### src/rtl/run_ctrl_if.sv
// Host/core handshake bundle for run_ctrl: host requests, core Start/Ack and run status.
// The master side drives requests and the core ack; the slave side is the sequencer.
interface run_ctrl_if #(
   parameter int CW = 16
);
   logic          HostStart;
   logic          HostClear;
   logic          CpuAck;
   logic          CpuStart;
   logic          Busy;
   logic          Done;
   logic          Timeout;
   logic [CW-1:0] CycleCt;
   logic [3:0]    RunCnt;

   modport master (
      output HostStart, HostClear, CpuAck,
      input  CpuStart, Busy, Done, Timeout, CycleCt, RunCnt
   );

   modport slave (
      input  HostStart, HostClear, CpuAck,
      output CpuStart, Busy, Done, Timeout, CycleCt, RunCnt
   );
endinterface

### src/rtl/run_ctrl.sv
// Program-run sequencer: launches the CPU core, counts run cycles, reports done/clear.
// Optional watchdog abort compiled in with `define RUN_CTRL_WATCHDOG_EN.
module run_ctrl #(
   parameter int          CW         = 16,
   parameter int          LAUNCH_CYC = 2,
   parameter int unsigned WD_LIMIT   = 32'h0000_FFFF
) (
   input logic         Clk,
   input logic         Reset_n,
   run_ctrl_if.slave   bus
);

   typedef enum logic [2:0] {
      S_IDLE,
      S_LAUNCH,
      S_RUN,
`ifdef RUN_CTRL_WATCHDOG_EN
      S_TIMEOUT,
`endif
      S_DONE
   } state_t;

   localparam logic [CW-1:0] CT_MAX      = '1;
   localparam logic [3:0]    LAUNCH_LOAD = 4'(LAUNCH_CYC - 1);

   state_t        r_state;
   state_t        w_next;
   logic [3:0]    r_launch;
   logic [3:0]    w_launch_nxt;
   logic [CW-1:0] r_cycle;
   logic [CW-1:0] w_cycle_nxt;
   logic [3:0]    r_runs;
   logic [3:0]    w_runs_nxt;
   logic          r_cpu_start;
   logic          r_busy;
   logic          r_done;
   logic          w_cpu_start;
   logic          w_busy;
   logic          w_done;

`ifdef RUN_CTRL_WATCHDOG_EN
   localparam logic [CW-1:0] WD_THR = CW'(WD_LIMIT);
   logic r_timeout;
   logic w_timeout;
`else
   logic w_unused_wd;
   assign w_unused_wd = ^(CW'(WD_LIMIT));
`endif

   // NOTE: every always_comb output gets a default first, so no path can infer a latch.
   always_comb begin
      w_next       = r_state;
      w_launch_nxt = r_launch;
      w_cycle_nxt  = r_cycle;
      w_runs_nxt   = r_runs;
      case (r_state)
         S_IDLE: begin
            if (bus.HostStart) begin
               w_next       = S_LAUNCH;
               w_launch_nxt = LAUNCH_LOAD;
               w_cycle_nxt  = '0;
            end
         end
         S_LAUNCH: begin
            if (r_launch == 4'd0) w_next = S_RUN;
            else                  w_launch_nxt = r_launch - 4'd1;
         end
         S_RUN: begin
            // Ack beats the watchdog; the acking cycle itself is not counted.
            if (bus.CpuAck) begin
               w_next     = S_DONE;
               w_runs_nxt = r_runs + 4'd1;
            end
`ifdef RUN_CTRL_WATCHDOG_EN
            else if (r_cycle == WD_THR) begin
               w_next = S_TIMEOUT;
            end
`endif
            else if (r_cycle != CT_MAX) begin
               w_cycle_nxt = r_cycle + CW'(1);
            end
         end
         S_DONE: begin
            if (bus.HostClear) w_next = S_IDLE;
         end
`ifdef RUN_CTRL_WATCHDOG_EN
         S_TIMEOUT: begin
            if (bus.HostClear) w_next = S_IDLE;
         end
`endif
         default: w_next = S_IDLE;
      endcase
   end

   // Outputs are decoded from the next state and registered alongside it.
   always_comb begin
      w_busy      = (w_next == S_LAUNCH) || (w_next == S_RUN);
      w_done      = (w_next == S_DONE);
`ifdef RUN_CTRL_WATCHDOG_EN
      w_timeout   = (w_next == S_TIMEOUT);
      w_cpu_start = (w_next == S_LAUNCH) || (w_next == S_TIMEOUT);
`else
      w_cpu_start = (w_next == S_LAUNCH);
`endif
   end

   // NOTE: sequential state uses non-blocking assignments so all flops update together.
   always_ff @(posedge Clk or negedge Reset_n) begin
      if (!Reset_n) begin
         r_state     <= S_IDLE;
         r_launch    <= '0;
         r_cycle     <= '0;
         r_runs      <= '0;
         r_cpu_start <= 1'b0;
         r_busy      <= 1'b0;
         r_done      <= 1'b0;
      end else begin
         r_state     <= w_next;
         r_launch    <= w_launch_nxt;
         r_cycle     <= w_cycle_nxt;
         r_runs      <= w_runs_nxt;
         r_cpu_start <= w_cpu_start;
         r_busy      <= w_busy;
         r_done      <= w_done;
      end
   end

`ifdef RUN_CTRL_WATCHDOG_EN
   always_ff @(posedge Clk or negedge Reset_n) begin
      if (!Reset_n) r_timeout <= 1'b0;
      else          r_timeout <= w_timeout;
   end
   assign bus.Timeout = r_timeout;
`else
   assign bus.Timeout = 1'b0;
`endif

   assign bus.CpuStart = r_cpu_start;
   assign bus.Busy     = r_busy;
   assign bus.Done     = r_done;
   assign bus.CycleCt  = r_cycle;
   assign bus.RunCnt   = r_runs;

endmodule
### src/flat_wrapper.sv
// flat-port wrapper written by rule: the top's interface ports become plain ports
module run_ctrl_flat 
#(
   parameter int          CW         = 16,
   parameter int          LAUNCH_CYC = 2,
   parameter int unsigned WD_LIMIT   = 32'h0000_FFFF
)
  (Clk, Reset_n, bus_HostStart, bus_HostClear, bus_CpuAck, bus_CpuStart, bus_Busy, bus_Done, bus_Timeout, bus_CycleCt, bus_RunCnt);
  run_ctrl_if #(.CW(CW)) bus_i ();
  input logic Clk;
  input logic Reset_n;
  input wire logic [$bits(bus_i.HostStart)-1:0] bus_HostStart;
  input wire logic [$bits(bus_i.HostClear)-1:0] bus_HostClear;
  input wire logic [$bits(bus_i.CpuAck)-1:0] bus_CpuAck;
  output wire logic [$bits(bus_i.CpuStart)-1:0] bus_CpuStart;
  output wire logic [$bits(bus_i.Busy)-1:0] bus_Busy;
  output wire logic [$bits(bus_i.Done)-1:0] bus_Done;
  output wire logic [$bits(bus_i.Timeout)-1:0] bus_Timeout;
  output wire logic [$bits(bus_i.CycleCt)-1:0] bus_CycleCt;
  output wire logic [$bits(bus_i.RunCnt)-1:0] bus_RunCnt;
  assign bus_i.HostStart = bus_HostStart;
  assign bus_i.HostClear = bus_HostClear;
  assign bus_i.CpuAck = bus_CpuAck;
  assign bus_CpuStart = bus_i.CpuStart;
  assign bus_Busy = bus_i.Busy;
  assign bus_Done = bus_i.Done;
  assign bus_Timeout = bus_i.Timeout;
  assign bus_CycleCt = bus_i.CycleCt;
  assign bus_RunCnt = bus_i.RunCnt;
  run_ctrl #(.CW(CW), .LAUNCH_CYC(LAUNCH_CYC), .WD_LIMIT(WD_LIMIT)) u_core (.Clk(Clk), .Reset_n(Reset_n), .bus(bus_i));
endmodule
### config.mk
export PLATFORM = sky130hd
export DESIGN_NAME = run_ctrl_flat
export DESIGN_NICKNAME = d
export VERILOG_FILES = /design/src/rtl/run_ctrl_if.sv /design/src/rtl/run_ctrl.sv /design/src/flat_wrapper.sv
export SDC_FILE = /design/constraint.sdc
export NUM_CORES = 1
export LEC_CHECK = 0
export BUFFER_PORTS_ARGS = -buffer_cell sky130_fd_sc_hd__buf_2
export CAP_MARGIN = 20
export CORE_AREA = 5 5 60 62
export CTS_BUF_LIST = sky130_fd_sc_hd__clkbuf_8 sky130_fd_sc_hd__clkbuf_16
export CTS_CLUSTER_SIZE = 25
export DETAILED_ROUTE_END_ITERATION = 6
export DIE_AREA = 0 0 65 67
export GPL_ROUTABILITY_DRIVEN = 0
export GPL_TIMING_DRIVEN = 0
export PLACE_DENSITY_LB_ADDON = 0.25
export SLEW_MARGIN = 20
export SYNTH_ARGS = -nofsm -noshare
export SYNTH_HDL_FRONTEND = slang
export SYNTH_SLANG_ARGS = --single-unit
### constraint.sdc
create_clock -name Clk -period 4.9 [get_ports Clk]
set_input_delay 0.49 -clock Clk [delete_from_list [all_inputs] [get_ports Clk]]
set_output_delay 0.49 -clock Clk [all_outputs]
set_load 0.01 [all_outputs]
==> qor.yml, run 1 <==
rsz0062_at_grt: "no"
dp_slack_ns: 2.831
fin_skew_ns: 0.005162
start_kind: "register"
hold_class: "primary input to async pin"
dieArea_um2: 4355
hpwl_um: 2587
slew_headroom_pct: 56.00
power_mw: 0.7474
p_leak_nw: 0.8953
grt_max_degree: 31
grt_usage_pct: 18.87
peakVddDrop_v: 0.0003086
core_um2: 2978
fin_setup_tns_ns: 0
report.final.slew_viol_count: 0
syn_inst: 168
fillCellCount: 234
ctsResizeCount: 0
start_util_pct: 57.44
crit_family: "simple AND/OR/NAND/NOR gates"
syn-cell-area_um2: 1710
crit_slowest_cell: "or4_4"
maxCapViolCount: 0
grt_pass1_vias: 1425
clk_pin_slew_ns: 0.07
clock.fmax_ghz: 0.4756
async_flop_share_pct: 100.0
path_cells: "ha_1, nand3_2, or4_4, o21ai_4, o221ai_1"
area_growth_syn_to_layout_pct: 16.09
clk_path_buf_depth: 2
path_class: "register to register"
p_per_area_nw_per_um2: 376.4
status: "finished, final reports clean"
critical_path.max_fanout: 7
root_buffer: "clkbuf_8"
hold_ws_ns: 0.2349
htree_levels: 2
cts_sinks: 30
utilization_pct: 66.68
ys_types: 51
tightest_slew_ns: 0.6571
finalSetupViolCount: 0
layout-drive-gt1-share_pct: 27.45
cts_buffers: 5
first_pass_iters: 4
cp-end-kind: "register"
avgSynthCellArea_um2: 10.18
yosysWarnings: 0
synth_edf_count: 0
postCtsSetupRepairBufs: 0
grt_antenna_before_repair: 0
crit_path_max_incr_delay_ns: 0.63
seq_area_frac_synth_pct: 43.89
rows: 20
routed_wirelength_um: 3579
cp.required_ns: 5.04
antennaDiodeCount: 0
numPortBuffers: 27
cts_tree: "yes"
synthFlopType: "dfrtp_1"
die_width_um: 65
grt_remaining_overflow: 0
io_pins: 29
drt-initial-drc-count: 91
die_h_um: 67
drc: 0
clk_latency_ns: 0.28
hold_buffers: 0
num_vias: 1414
final.min_clock_period_ns: 2.103
finalCritPeriodShare_pct: 42.91
cp.arrival_ns: 2.24
crit_buf_inv: 0
routedWlPerCell_um: 15.10
grt_pass1_wl_um: 6354
synth-seq-cells: 30
finalHoldViolCount: 0
postRouteAntennaNets: 0
nets: 212
fin_ws_ns: 2.797
viasPerCell: 5.966
## placed cells by master, fill, tap and decap left out, types with 2 or more instances in the layout
| cell | n |
|---|---|
| o311ai_1 | 3 |
| nand2_1 | 8 |
| o21a_1 | 2 |
| buf_4 | 2 |
| inv_1 | 18 |
| and3_1 | 3 |
| dfrtp_1 | 30 |
| o211ai_1 | 7 |
| nor4_1 | 3 |
| nor2_1 | 13 |
| xor2_1 | 3 |
| nand3_1 | 9 |
| a211o_1 | 2 |
| conb_1 | 2 |
| buf_2 | 27 |
| mux2i_1 | 4 |
| xnor2_1 | 2 |
| ha_1 | 4 |
| o221ai_1 | 3 |
| nand3_2 | 2 |
| nand4_1 | 6 |
| o21ai_0 | 4 |
| a22oi_1 | 2 |
| clkbuf_8 | 6 |
| nor3_1 | 6 |
| and2_1 | 2 |
| buf_6 | 3 |
## cells in the mapped netlist (2+ instances only)
library cell / instances / area share, %
xnor2_1: 2 / 1.0
xor2_1: 3 / 1.5
mux2i_1: 4 / 2.3
nand2_1: 8 / 1.8
dfrtp_1: 30 / 44
nor3_1: 6 / 1.8
and2_1: 2 / 0.73
o211ai_1: 7 / 3.1
o21ai_0: 4 / 1.2
ha_1: 4 / 2.9
nand3_1: 9 / 2.6
inv_1: 18 / 3.9
a22oi_1: 2 / 0.88
o311ai_1: 3 / 1.5
buf_6: 3 / 2.0
o221ai_1: 3 / 1.5
nor2_1: 13 / 2.9
nand3_2: 2 / 1.2
and3_1: 3 / 1.1
nor4_1: 3 / 1.1
buf_4: 2 / 0.88
nand4_1: 6 / 2.2
a211o_1: 2 / 1.0
o21a_1: 2 / 0.88
## registers in the layout, summed over array words and instances (netlist names)
| name | flops |
|---|---|
| u_core.bus.Busy | 1 |
| u_core.bus.Done | 1 |
| u_core.bus.RunCnt | 4 |
| u_core.bus.CycleCt | 16 |
| u_core.r_state | 3 |
| u_core.r_launch | 4 |
| u_core.bus.CpuStart | 1 |
## kinds of logic after synthesis
group | share of synthesized area, %
simple gates | 24.95
compound gates | 15.44
flops | 43.89
buf+inv | 7.022
xor+xnor | 2.561
mux | 2.999
fa+ha+maj | 2.926
other cells | 0.2192
## power by group
part	leakage, nW	total, mW	internal, mW	switching, mW
logic	0.443	0.212	0.0934	0.119
clock network	0.0472	0.209	0.113	0.0967
registers	0.405	0.326	0.291	0.0351
## final timing paths
kind / startpoint / to / slack (ns) / cells after the start
max: u_core.bus.CycleCt[0] / u_core.bus.CycleCt[13] / 2.80 / 5
min: Reset_n / u_core.bus.CycleCt[9] / 0.23 / 1
max reg2reg: u_core.bus.CycleCt[0] / u_core.bus.CycleCt[13] / 2.80 / 5
min reg2reg: u_core.bus.RunCnt[3] / u_core.bus.RunCnt[3] / 0.47 / 1
max in group asynchronous: Reset_n / u_core.bus.CycleCt[14] / 4.24 / 1
min in group Clk: u_core.bus.RunCnt[3] / u_core.bus.RunCnt[3] / 0.47 / 1
## layout make-up
class                           count  area [µm²]  area share, %
Multi-Input combinational cell    115       843.3          42.47
Sequential cell                    30       750.7          37.81
Timing Repair Buffer               27       135.1          6.805
Clock buffer                        6       82.58          4.159
Inverter                           18       67.56          3.403
Buffer                              6       52.55          2.647
Tap cell                           33       41.29          2.079
Clock inverter                      2       12.51         0.6301
## metrics by stage
stage	std cells	instance area (µm²)
after global routing	237	1986
after floorplan	169	1714
after detailed placement	229	1891
final	237	1986
after CTS	237	1986
after global placement	229	1891
## layer usage
metal	vias to the layer above	track usage (%)	part of all wire (%)
met1	675	22.78	44
met5	-	0	0
met3	5	3.204	5.5
li1	685	-	-
met4	0	7.652	1.2
met2	49	33.21	49
Power figures use the tool's default switching activity.
==> inputs of run 2 (changes only) <==
--- a/config.mk
+++ b/config.mk
@@ -7,11 +7,11 @@
 export LEC_CHECK = 0
 export BUFFER_PORTS_ARGS = -buffer_cell sky130_fd_sc_hd__buf_2
 export CAP_MARGIN = 20
-export CORE_AREA = 5 5 60 62
+export CORE_AREA = 5 5 65 67
 export CTS_BUF_LIST = sky130_fd_sc_hd__clkbuf_8 sky130_fd_sc_hd__clkbuf_16
 export CTS_CLUSTER_SIZE = 25
 export DETAILED_ROUTE_END_ITERATION = 6
-export DIE_AREA = 0 0 65 67
+export DIE_AREA = 0 0 70 72
 export GPL_ROUTABILITY_DRIVEN = 0
 export GPL_TIMING_DRIVEN = 0
 export PLACE_DENSITY_LB_ADDON = 0.25
==> constraint.sdc (replaced) <==
create_clock -name Clk -period 1.8 [get_ports Clk]
set_input_delay 0.18 -clock Clk [delete_from_list [all_inputs] [get_ports Clk]]
set_output_delay 0.18 -clock Clk [all_outputs]
set_load 0.01 [all_outputs]
==> run 2 against run 1 <==
Critical path depth stayed put. Flip-flop and latch count unchanged. Register-to-register slack worse by 2.8 ns. Sequential share of layout area decreased by 3.4 points. Hold slack got worse by 0.012 ns. Largest power group unchanged. Die area up 16%. First-iteration DRC count is 7.7% lower. Worst setup slack got worse by 2.8 ns. Clock power grew to 2.7 times the previous value. Utilization decreased by 5.1 points. Via count rose by 5.5%. Routed wire length grew 15%.
==> qor.yml, run 2 (synthesis gave the netlist of run 1 again) <==
status: "finished, final reports clean"
layout-drive-gt1-share_pct: 39.17  # +12 points
rsz0062_at_grt: "yes"
met1_length_um: 1718  # +9.8%
largest_register_ffs: 16  # unchanged
cp.required_ns: 1.95  # -3.09 ns
cp.arrival_ns: 1.94  # -0.30 ns
clock.fmax_ghz: 0.5584  # +17%
first_pass_iters: 4  # unchanged
fillCellCount: 298  # +27%
antennaDiodeCount: 0  # unchanged
final_common_cell: "buf_2"
grt_max_degree: 31  # unchanged
r2r_cells: 5  # unchanged
clk_latency_ns: 0.28  # about the same
cp-end-kind: "register"
final.min_clock_period_ns: 1.791  # -0.3118 ns
fin_skew_ns: 0.007257  # +0.002095 ns
wl_met3_um: 222  # +13%
p_per_area_nw_per_um2: 975.7  # +160%
critical_path.max_fanout: 7  # unchanged
start_util_pct: 47.80  # -9.6 points
peakVddDrop_v: 0.0008604  # +180%
hold_class: "primary input to register"
htree_levels: 2  # unchanged
core_um2: 3578  # +20%
drt-initial-drc-count: 84  # -7.7%
start_kind: "register"
die_width_um: 70  # +7.7%
dp.cells: 244  # +6.6%
slew_headroom_pct: 53.92  # -2.1 points
io_pins: 29  # unchanged
rows: 22  # +10%
numPortBuffers: 27  # unchanged
grt_remaining_overflow: 0  # unchanged
postRouteAntennaNets: 0  # unchanged
hold_ws_ns: 0.2227  # -0.01224 ns
hpwl_um: 2725  # +5.4%
dieArea_um2: 5040  # +16%
finalHoldViolCount: 0  # unchanged
path_class: "register to register"
clk_path_buf_depth: 2  # unchanged
num_vias: 1492  # +5.5%
top_layer: "met4"
finalCritPeriodShare_pct: 99.50  # +57 points
maxCapViolCount: 0  # unchanged
grt_pass1_vias: 1514  # +6.2%
cts_sinks: 30  # unchanged
nets: 225  # +6.1%
root_buffer: "clkbuf_8"
holdPathStages: 3
finalSetupViolCount: 0  # unchanged
cts_buffers: 5  # unchanged
report.final.slew_viol_count: 0  # unchanged
viasPerCell: 5.630  # -5.6%
die_h_um: 72  # +7.5%
cts_tree: "yes"
route.met2.wl_um: 2090  # +18%
routedWlPerCell_um: 15.49  # +2.6%
grt_usage_pct: 16.74  # -2.1 points
power_mw: 2.149  # +190%
clk_pin_slew_ns: 0.06  # about the same
grt_pass1_wl_um: 6851  # +7.8%
tightest_slew_ns: 0.6912  # +0.03406 ns
routed_wirelength_um: 4106  # +15%
drc: 0  # unchanged
finalNonFillerCells: 265  # +12%
p_leak_nw: 0.9697  # +8.3%
grt_antenna_before_repair: 0  # unchanged
area_growth_syn_to_layout_pct: 28.75
most-common-layout-cells: "buf_2, dfrtp_1, inv_1"
[run 2: changes by cell type in the layout (fill, tap and decap cells not counted), moves of 2 or more]
cell / delta
dfrtp_2: +6
nand3_4: +2
buf_4: +12
dfrtp_1: -6
inv_2: +2
[run 2: layout make-up]
class | instances | area (µm²) | area share, %
Inverter | 18 | 67.56 | 3.068
Tap cell | 48 | 60.06 | 2.727
Timing Repair Buffer | 41 | 246.5 | 11.19
Multi-Input combinational cell | 115 | 929.6 | 42.22
Buffer | 5 | 48.80 | 2.216
Sequential cell | 30 | 758.2 | 34.43
Clock buffer | 6 | 82.58 | 3.750
Clock inverter | 2 | 8.758 | 0.3977
[run 2: path summary, 6_finish.rpt]
kind                                            start                     end  slack (ns)
worst min register to register   u_core.bus.RunCnt[3]    u_core.bus.RunCnt[3]        0.46
worst max register to register  u_core.bus.CycleCt[0]  u_core.bus.CycleCt[11]       0.009
worst min-delay path                    bus_HostStart      u_core.r_launch[1]        0.22
worst max-delay path            u_core.bus.CycleCt[0]  u_core.bus.CycleCt[11]       0.009
min in group asynchronous                     Reset_n   u_core.bus.CycleCt[7]        0.47
max in group asynchronous                     Reset_n   u_core.bus.CycleCt[1]        0.83
[run 2: metal layers]
metal	vias to the layer above	GRT usage, %
met4	0	7.021
met2	40	28.75
met3	10	4.571
li1	715	-
met5	-	0
met1	727	19.84
[run 2: power by group]
group / internal, mW / total [mW] / switching (mW)
Sequential: 0.794 / 0.901 / 0.107
Clock: 0.302 / 0.563 / 0.261
Combinational: 0.318 / 0.685 / 0.367
Total: 1.41 / 2.15 / 0.734
[run 2: worst max-delay path: stages (launching register included)]
cell and delay, ns:
dfrtp_2 0.42, ha_4 0.18, nand3_4 0.11, or4_4 0.48, o21ai_4 0.30, o221ai_1 0.16
[run 2: repair_timing]
action | 4_1_cts | 5_1_grt
hold buffers | 1 | 0
resized for setup | 7 | 16
buffers inserted | 3 | 10
hold endpoints to repair | 30 | 0
setup endpoints to repair | 20 | 23
pin swaps | 2 | 5
[run 2: metrics by stage]
step	area (µm²)	setup WS [ns]	TNS (ns)	util [%]
6_report	2202	0.009063	0	61.54
3_5_place_dp	1913	-0.1926	-2.278	53.46
3_3_place_gp	1913	-0.2224	-2.104	53.46
5_1_grt	2202	-0.04400	-0.1610	61.54
4_1_cts	2072	-0.03186	-0.06152	57.90
2_1_floorplan	1718	0.02893	0	-
==> inputs of run 3 (changes only) <==
--- a/config.mk
+++ b/config.mk
@@ -7,11 +7,11 @@
 export LEC_CHECK = 0
 export BUFFER_PORTS_ARGS = -buffer_cell sky130_fd_sc_hd__buf_2
 export CAP_MARGIN = 20
-export CORE_AREA = 5 5 65 67
+export CORE_AREA = 5 5 60 62
 export CTS_BUF_LIST = sky130_fd_sc_hd__clkbuf_8 sky130_fd_sc_hd__clkbuf_16
 export CTS_CLUSTER_SIZE = 25
 export DETAILED_ROUTE_END_ITERATION = 6
-export DIE_AREA = 0 0 70 72
+export DIE_AREA = 0 0 65 67
 export GPL_ROUTABILITY_DRIVEN = 0
 export GPL_TIMING_DRIVEN = 0
 export PLACE_DENSITY_LB_ADDON = 0.25
==> constraint.sdc (replaced) <==
create_clock -name Clk -period 2.11 [get_ports Clk]
set_input_delay 0.211 -clock Clk [delete_from_list [all_inputs] [get_ports Clk]]
set_output_delay 0.211 -clock Clk [all_outputs]
set_load 0.01 [all_outputs]
==> run 3 against run 2 <==
Via count shrank 4.3%. Flip-flop and latch count is the same. Non-clock buffer count shrank 10. Global-route usage grew 2.1 points. Register-to-register slack gained 0.10 ns. Design area shrank 8.1%. Clock skew shrank 0.0021 ns. Critical endpoint is now u_core.bus.CycleCt[13].
==> qor.yml, run 3 (synthesis gave the netlist of run 1 again) <==
status: "finished, final reports clean"
grt_pass1_wl_um: 6354  # -7.3%
fin_setup_tns_ns: 0  # unchanged
report.final.slew_viol_count: 0  # unchanged
viasPerCell: 5.950  # +5.7%
start_kind: "register"
rows: 20  # -9.1%
most-common-layout-cells: "dfrtp_1, buf_2, inv_1"
grt_pass1_vias: 1425  # -5.9%
hold_class: "primary input to register"
p_int_mw: 1.161  # -18%
clk_pin_slew_ns: 0.07  # about the same
final.min_clock_period_ns: 1.998  # +0.2075 ns
fin_skew_ns: 0.005116  # -0.002142 ns
peakVddDrop_v: 0.0006818  # -21%
maxCapViolCount: 0  # unchanged
io_pins: 29  # unchanged
seqPwrFrac_pct: 43.4  # +1.5 points
slew_headroom_pct: 55.88  # +2.0 points
final_common_cell: "dfrtp_1"
clk_latency_ns: 0.28  # about the same
clkPwrFrac_pct: 27.8  # +1.6 points
critical_path.max_fanout: 10  # +3
area_growth_syn_to_layout_pct: 18.29
clock.fmax_ghz: 0.5004  # -10%
grt_remaining_overflow: 0  # unchanged
antennaDiodeCount: 0  # unchanged
routed_wirelength_um: 3652  # -11%
swShare_pct: 33.63  # -0.53 points
core_um2: 2978  # -17%
path_class: "register to register"
finalSetupViolCount: 0  # unchanged
switchingPower_mw: 0.5882  # -20%
cts_buffers: 5  # unchanged
largest_register_ffs: 16  # unchanged
p_leak_nw: 0.9106  # -6.1%
cp.required_ns: 2.25  # +0.30 ns
power_frac_comb_pct: 28.8  # -3.1 points
drt-initial-drc-count: 109  # +30%
htree_levels: 2  # unchanged
num_vias: 1428  # -4.3%
finalCritPeriodShare_pct: 94.71  # -4.8 points
cts_tree: "yes"
grt_usage_pct: 18.87  # +2.1 points
drc: 0  # unchanged
grt_max_degree: 31  # unchanged
die_h_um: 67  # -6.9%
first_pass_iters: 4  # unchanged
finalHoldViolCount: 0  # unchanged
cts_sinks: 30  # unchanged
cp.arrival_ns: 2.14  # +0.20 ns
dp_slack_ns: 0.04149  # +0.2341 ns
grt_antenna_before_repair: 0  # unchanged
layout-drive-gt1-share_pct: 28.99  # -10 points
rsz0062_at_grt: "no"
fillCellCount: 229  # -23%
hpwl_um: 2587  # -5.1%
cp-end-kind: "register"
nets: 215  # -4.4%
start_util_pct: 57.44  # +9.6 points
fin_ws_ns: 0.1116  # +0.1025 ns
clk_path_buf_depth: 2  # unchanged
dieArea_um2: 4355  # -14%
tightest_slew_ns: 0.6618  # -0.02936 ns
numPortBuffers: 27  # unchanged
routedWlPerCell_um: 15.22  # -1.8%
p_per_area_nw_per_um2: 864.5  # -11%
root_buffer: "clkbuf_8"
postRouteAntennaNets: 0  # unchanged
die_width_um: 65  # -7.1%
run 3: repair_timing:
item | in CTS | in global routing
buffers inserted | 0 | 2
endpoints found under the hold margin | 30 | 0
endpoints found under the setup margin | 0 | 7
resized for setup | 0 | 3
hold buffers | 1 | 0
run 3: final timing paths:
check / cells after the start / endpoint / startpoint / slack (ns)
setup reg to reg: 6 / u_core.bus.CycleCt[13] / u_core.r_state[2] / 0.11
min in group asynchronous: 2 / u_core.bus.CycleCt[9] / Reset_n / 0.49
hold reg to reg: 1 / u_core.bus.RunCnt[3] / u_core.bus.RunCnt[3] / 0.47
hold / removal: 3 / u_core.bus.RunCnt[2] / bus_CpuAck / 0.26
max in group asynchronous: 2 / u_core.bus.CycleCt[0] / Reset_n / 1.15
setup / recovery: 6 / u_core.bus.CycleCt[13] / u_core.r_state[2] / 0.11
run 3: per-layer routing:
| metal | GRT usage [%] | routed length, µm | vias up |
|---|---|---|---|
| li1 | - | - | 689 |
| met4 | 7.652 | 44 | 0 |
| met3 | 3.204 | 215 | 5 |
| met5 | 0 | 0 | - |
| met2 | 33.21 | 1835 | 45 |
| met1 | 22.78 | 1557 | 689 |
run 3: worst max-delay path: stages, from the launching register on:
cell and delay, ns:
dfrtp_1 0.37, buf_6 0.15, nor4b_4 0.52, nor2_1 0.18, a21oi_2 0.29, buf_6 0.20
o221ai_1 0.14
run 3: per-stage QoR:
stage	cell area (µm²)	cells	utilization, %	hold WS [ns]	power [mW]
finish	2023	240	67.94	0.2630	1.749
global route	2023	240	67.94	0.2713	1.885
CTS	1996	238	67.02	0.2518	1.753
detailed placement	1891	229	63.49	0.2822	1.261
global placement	1891	229	63.49	0.2705	1.241
floorplan	1714	169	-	-0.08459	1.108
run 3: area by class of cell:
| type | count | area [µm²] | area share [%] |
|---|---|---|---|
| buffer | 6 | 52.55 | 2.597 |
| clock buffer | 6 | 82.58 | 4.082 |
| clock inverter | 2 | 12.51 | 0.6184 |
| inverter | 18 | 67.56 | 3.340 |
| multi-input combinational | 115 | 854.6 | 42.24 |
| sequential | 30 | 752.0 | 37.17 |
| tap | 33 | 41.29 | 2.041 |
| timing repair buffer | 30 | 160.2 | 7.916 |
run 3: power groups by stage:
stage,sequential (mW),combinational (mW),clock [mW]
floorplan,0.784,0.324,0
global placement,0.760,0.480,0
detailed placement,0.765,0.496,0
CTS,0.758,0.501,0.495
global route,0.778,0.572,0.534
finish,0.758,0.504,0.487
